<file path="config.mk">
export PLATFORM = sky130hd
export DESIGN_NAME = proc_nic
export DESIGN_NICKNAME = d
export VERILOG_FILES = /design/src/rtl/proc_nic_pkg.sv /design/src/rtl/nic_slot.sv /design/src/rtl/proc_nic.sv
export SDC_FILE = /design/constraint.sdc
export NUM_CORES = 1
export LEC_CHECK = 0
export ABC_AREA = 1
export CORE_ASPECT_RATIO = 1.5
export CORE_MARGIN = 8
export CORE_UTILIZATION = 43
export DETAILED_ROUTE_END_ITERATION = 7
export PLACE_DENSITY = 0.86
export SETUP_SLACK_MARGIN = 0.2
export SLEW_MARGIN = 20
export SYNTH_ARGS = -nofsm -noshare
export SYNTH_HDL_FRONTEND = slang
export SYNTH_HIERARCHICAL = 1
export SYNTH_SLANG_ARGS = --single-unit
</file>
<file path="constraint.sdc">
create_clock -name clk -period 4.4 [get_ports clk]
set_clock_uncertainty 0.15 [all_clocks]
set_input_delay 0.88 -clock clk [delete_from_list [all_inputs] [get_ports clk]]
set_output_delay 0.88 -clock clk [all_outputs]
set_load 0.1 [all_outputs]
</file>
<file path="src/rtl/proc_nic_pkg.sv">
// Shared constants for the processor/network interface: register map,
// packet width and the position of the virtual-channel bit.
package proc_nic_pkg;

   localparam int NIC_DATA_W = 64;
   localparam int VC_BIT     = 0;

   localparam logic [1:0] ADDR_IBUF  = 2'b00;
   localparam logic [1:0] ADDR_ISTAT = 2'b01;
   localparam logic [1:0] ADDR_OBUF  = 2'b10;
   localparam logic [1:0] ADDR_OSTAT = 2'b11;

endpackage

</file>
<file path="src/rtl/nic_slot.sv">
// Single-entry packet buffer: data register plus full flag.
// Load wins over clear; the top never asserts both together.
module nic_slot #(
   parameter int W = 64
) (
   input  logic         clk,
   input  logic         reset,
   input  logic         load,
   input  logic         clr,
   input  logic [0:W-1] d,
   output logic [0:W-1] q,
   output logic         full
);

   always_ff @(posedge clk) begin
      if (!reset) begin
         q    <= '0;
         full <= 1'b0;
      end else if (load) begin
         q    <= d;
         full <= 1'b1;
      end else if (clr) begin
         full <= 1'b0;
      end
   end

endmodule

</file>
<file path="src/rtl/proc_nic.sv">
// Processor-to-router network interface: one input slot filled by the router
// and drained by processor reads, one output slot filled by processor writes.
module proc_nic
   import proc_nic_pkg::*;
#(
   parameter int DATA_W = NIC_DATA_W,
   parameter int ADDR_W = 2
) (
   input  logic              clk,
   input  logic              reset,
   input  logic [0:ADDR_W-1] addr,
   input  logic [0:DATA_W-1] d_in,
   output logic [0:DATA_W-1] d_out,
   input  logic              nicEn,
   input  logic              nicWrEn,
   output logic              net_so,
   input  logic              net_ro,
   output logic [0:DATA_W-1] net_do,
   input  logic              polarity,
   input  logic              net_si,
   output logic              net_ri,
   input  logic [0:DATA_W-1] net_di
);

   logic              rd, wr;
   logic              in_full, out_full;
   logic              in_load, in_clr, out_load;
   logic [0:DATA_W-1] in_q, out_q;

   assign rd = nicEn & ~nicWrEn;
   assign wr = nicEn &  nicWrEn;

   // Router side: accept only into an empty slot, send only on matching VC phase.
   assign net_ri  = reset & ~in_full;
   assign in_load = net_si & net_ri;
   assign net_so  = reset & out_full & net_ro & (out_q[VC_BIT] == polarity);
   assign net_do  = out_q;

   // Processor side: flags are sampled pre-edge, so a write into a slot that is
   // draining this same cycle is dropped.
   assign in_clr   = rd & (addr == ADDR_IBUF) & in_full;
   assign out_load = wr & (addr == ADDR_OBUF) & ~out_full;

   nic_slot #(.W(DATA_W)) u_in_slot (
      .clk   (clk),
      .reset (reset),
      .load  (in_load),
      .clr   (in_clr),
      .d     (net_di),
      .q     (in_q),
      .full  (in_full)
   );

   nic_slot #(.W(DATA_W)) u_out_slot (
      .clk   (clk),
      .reset (reset),
      .load  (out_load),
      .clr   (net_so),
      .d     (d_in),
      .q     (out_q),
      .full  (out_full)
   );

   always_comb begin
      d_out = '0;
      if (rd) begin
         case (addr)
            ADDR_IBUF:  d_out = in_q;
            ADDR_ISTAT: d_out = {{(DATA_W-1){1'b0}}, in_full};
            ADDR_OBUF:  d_out = '0;
            ADDR_OSTAT: d_out = {{(DATA_W-1){1'b0}}, out_full};
            default:    d_out = '0;
         endcase
      end
   end

endmodule

</file>
==> After elaboration in Yosys (flattened, before gate mapping) <==
Cells that the tools add are included.
Widths: inputs -> output; s select.
{ "classes": {"n_eq_ne": 4, "mux": 6, "n_bitwise": 14, "reduce_logical": 3} }
{ "ops": {"columns": ["cell", "count"], "rows": [
  ["$pmux 64 s4", 1],
  ["$mux 64", 1],
  ["$and 1x1->1", 11],
  ["$eq 2x2->1 const B", 2],
  ["$mux 1", 4],
  ["$reduce_bool 2->1", 2],
  ["$not 1->1", 3],
  ["$eq 2x1->1 const B", 1],
  ["$logic_not 2->1", 1],
  ["$eq 1x1->1", 1]
]} }
{ "word_totals": {"ff_bits": 130, "inputBits": 137, "output_inout_bits": 130, "elab_cells": 31} }

==> Depth between registers and ports, before layout <==
{ "logic_depth": {"word_depth": 6, "depth_mapped": 9, "mapped_depth_nobuf": 7} }

==> Modules after synthesis <==
Netlist, hierarchy kept.
{ "modules_own_cells": {"columns": ["module", "n_inst", "cells_each", "area_each_um2", "seq_area_each_um2"], "rows": [
  ["nic_slot", 2, 283, 2292.2, 1301.2],
  ["proc_nic", 1, 155, 656.9, 0.0]
]} }

==> Worst setup path after synthesis <==
No wires, ideal clock.
{ "synth_timing": {"kind": "input -> output", "from": "input port addr[0] (netlist name)", "to": "output port d_out[10] (netlist name)", "arrival_ns": 2.551, "required_time_ns": 3.370, "setup_slack_ns": 0.819, "stages": 4, "n_path_buf": 1, "cell_sequence": "nor2_2 nand2_4 buf_6 nor2_1"} }
{ "synth_between": {"elab_chain_len": 3, "elab_cells_between_ends": 6, "classes_between": "3 x eq/ne; 2 x mux; 1 x reduce/logical"} }
{ "synth_rtl": {"columns": ["element", "line", "rtl"], "rows": [
  ["from (decl)", "proc_nic.sv:11", "input logic [0:ADDR_W-1] addr,"],
  ["$eq 2x2->1 (tied with other cells)", "proc_nic.sv:67", "case (addr)"],
  ["$pmux 64 s4 *", "proc_nic.sv:67", null],
  ["$mux 64 *", "proc_nic.sv:66", "if (rd) begin"],
  ["to (decl)", "proc_nic.sv:13", "output logic [0:DATA_W-1] d_out,"]
]} }
Mark *: on every way between the ends. The rest lies on a longest branch, timed or not.

==> Final worst setup path <==
{ "layout_timing": {"from": "input port nicEn", "to": "output port d_out[48] (netlist name)"} }
{ "layout_between": {"elab_chain_len": 2} }
{ "layout_rtl": {"columns": ["element", "line", "rtl"], "rows": [
  ["from (decl)", "proc_nic.sv:14", "input logic nicEn,"],
  ["$and 1x1->1", "proc_nic.sv:30", "assign rd = nicEn & ~nicWrEn;"],
  ["$mux 64", "proc_nic.sv:66", null]
]} }
Every way passes these cells.

==> reports/qor.yml <==
drv_slew: 0
async_reset_ff_share_pct: 0
finalSetupTns_ps: 0
grt_pass1_wl_um: 26500
setup_viol: 0
clockBufferDepth: 2
clock_latency_ps: 410
synth-edff-count: 0
drive_gt1_share_pct: 11.5
vias_per_cell: 4.67
core_area_mm2: 0.0120
post_cts_resize_count: 0
rsz0062_at_grt: "no"
ys_top_cells_by_area: "dfxtp_1 (50%), nor2_1 (23%), o21ai_0 (11%)"
hold_buffers: 0
worst_pin_slew_ps: 1030
status: "finished, final reports clean"
critPathArrivalTime_ps: 2520
r2r_end: "u_out_slot/q[19]"
postCtsSetupRepairBufs: 0
yosys.area.top_type_share_pct: 49.7
maxCapViolCount: 0
h-tree-depth: 4
netSwitchingPower_uw: 878
period_share_pct: 80.7
end_kind: "output port"
synth_commonest_cells: "nor2_1 (323), dfxtp_1 (130), o21ai_0 (112)"
dieWidth_um: 106
start_kind: "primary input"
synth_cell_types: 22
numCtsBuffers: 17
whs_path_depth: 2
synth_nets: 858
route.detailed.drc: 0
place_area_mm2: 0.00758
num_vias: 5272
avgSynthCellArea_um2: 7.27
path_class: "primary input to output port"
yosysMostFrequentCell: "nor2_1"
drt-initial-drc-count: 140
hpwl_um: 12200
gp_congestion: 0.796
post-route-min-period_ps: 3550
final_nets: 1101
cts_tree: "built"
slew_headroom_pct: 31.4
grt_pass1_vias: 5215
synth_largest_area_cell: "dfxtp_1"
rows: 49
fin_area_mm2: 0.00819
die_y_um: 151
syn_area_mm2: 0.00524
crit_required_ps: 3370
hold_end: "u_in_slot/q[54]"
seqPwrFrac_pct: 39.3
netlist_instances: 721
routed_wl_um: 17000
max_clock_freq_ghz: 0.282
p_int_mw: 2.35
leakage_nw: 3.57
ff2ff_setup_slack_ps: 2410
power.density_mw_per_mm2: 394
cts.sinks: 130
root_buffer: "clkbuf_16"
antenna_cells: 0
syn_to_final_growth_pct: 56.3
reg2regPathDepth: 7
port_buffers: 266
switching_share_pct: 27.2
irDropWorstVdd_mv: 0.259
hold_path.startpoint: "u_in_slot/q[54]"
hold_viol: 0
p_comb_share_pct: 15.8
clkTransAtPathRegs_ps: 60
reg2reg_from: "u_out_slot/full"
hp-class: "register to register"
boundaryPins: 267
antenna_found_initial: 0
initial_core_util_pct: 43.8
wl_per_cell_um: 15.1
firstDrtPassIters: 5
path_max_fanout: 64
synth-seq-cells: 130
grt_util_all_layers_pct: 20.8
yosys_warnings: 6
grt_max_degree: 99
ant_nets: 0
ys_seq_area_share_pct: 49.7
synth_ff_type: "dfxtp_1"
fillerInstances: 990
clockPowerShare_pct: 44.8
gr-total-overflow: 0
fp.dieArea_mm2: 0.0161
sequential cells by signal, summed over array words and instances, names as in the netlist:
register	cells
u_in_slot/q	64
u_in_slot/full	1
u_out_slot/q	64
u_out_slot/full	1
power groups by stage:
stage	Combinational, mW	Clock (mW)	Sequential [mW]
final	0.512	1.45	1.27
after global placement	0.508	0	1.29
after detailed placement	0.512	0	1.29
after floorplan	0.180	0	1.43
after CTS	0.516	1.48	1.27
after global routing	0.545	1.53	1.28
layout by cell type, fill, tap and decap left out:
cell             instances
clkbuf_16               17
buf_4                   73
inv_1                   72
o21ai_1                 16
nand3_1                  3
nor3_2                   1
xor2_1                   1
nand2_4                  1
and3_2                   1
inv_2                    2
nor2_1                 323
o21ai_0                112
clkdlybuf4s50_1        199
clkinvlp_4               4
nor2_2                   1
clkbuf_1                 2
bufinv_16                3
nor2_4                   1
nand2_1                  7
a21oi_2                  2
clkinv_4                 4
clkbuf_8                 2
dfxtp_1                130
worst max-delay path by stage:
stage | from | end | slack [ps] | cells after the start
6_report | nicEn | d_out[48] | 850 | 6
5_1_grt | nicEn | d_out[8] | 700 | 6
4_1_cts | nicEn | d_out[48] | 830 | 6
3_5_place_dp | nicEn | d_out[48] | 810 | 6
3_3_place_gp | nicEn | d_out[46] | 860 | 6
2_1_floorplan | addr[0] | d_out[10] | 820 | 4
per-layer routing:
metal  vias up  GRT usage [%]  part of all wire, %
li1       2683              -                    -
met4         0           9.61                  2.9
met2       203           34.9                   48
met1      2359           21.3                   38
met3        27           10.4                   11
met5         -              0                    0
through the flow:
stage | worst slack, ps | util [%] | power [mW] | std cells | hold slack (ps)
final | 850 | 68.5 | 3.23 | 1130 | 331
after CTS | 829 | 68.5 | 3.27 | 1130 | 336
after detailed placement | 815 | 63.4 | 1.81 | 1098 | 322
after global placement | 864 | 63.4 | 1.80 | 1098 | 312
after global routing | 695 | 68.5 | 3.35 | 1130 | 357
after floorplan | 819 | - | 1.61 | 721 | 303
critical path, cell delays in order:
cell,delay (ps)
clkdlybuf4s50_1,500
inv_1,80
nor2_4,110
nand2_4,340
nor2_1,250
buf_4,330
area by class of cell:
class                      count  area (um^2)  area share (%)
tap                          153          191            2.34
clock buffer                  21          460            5.62
sequential                   130         2600            31.8
timing repair buffer         272         2540            31.0
multi-input combinational    469         1970            24.0
clock inverter                11          155            1.89
inverter                      74          278            3.39
logic make-up (layout without fill, tap and decap cells):
group	count (synthesis)	count (layout)	share of synthesized area (%)
AO/OA/AOI/OAI	130	130	12.6
flip-flops	130	130	49.7
AND/OR/NAND/NOR	338	338	24.7
XOR/XNOR	1	1	0.167
buffers and inverters	122	378	12.9
Power figures use the tool's default switching activity.
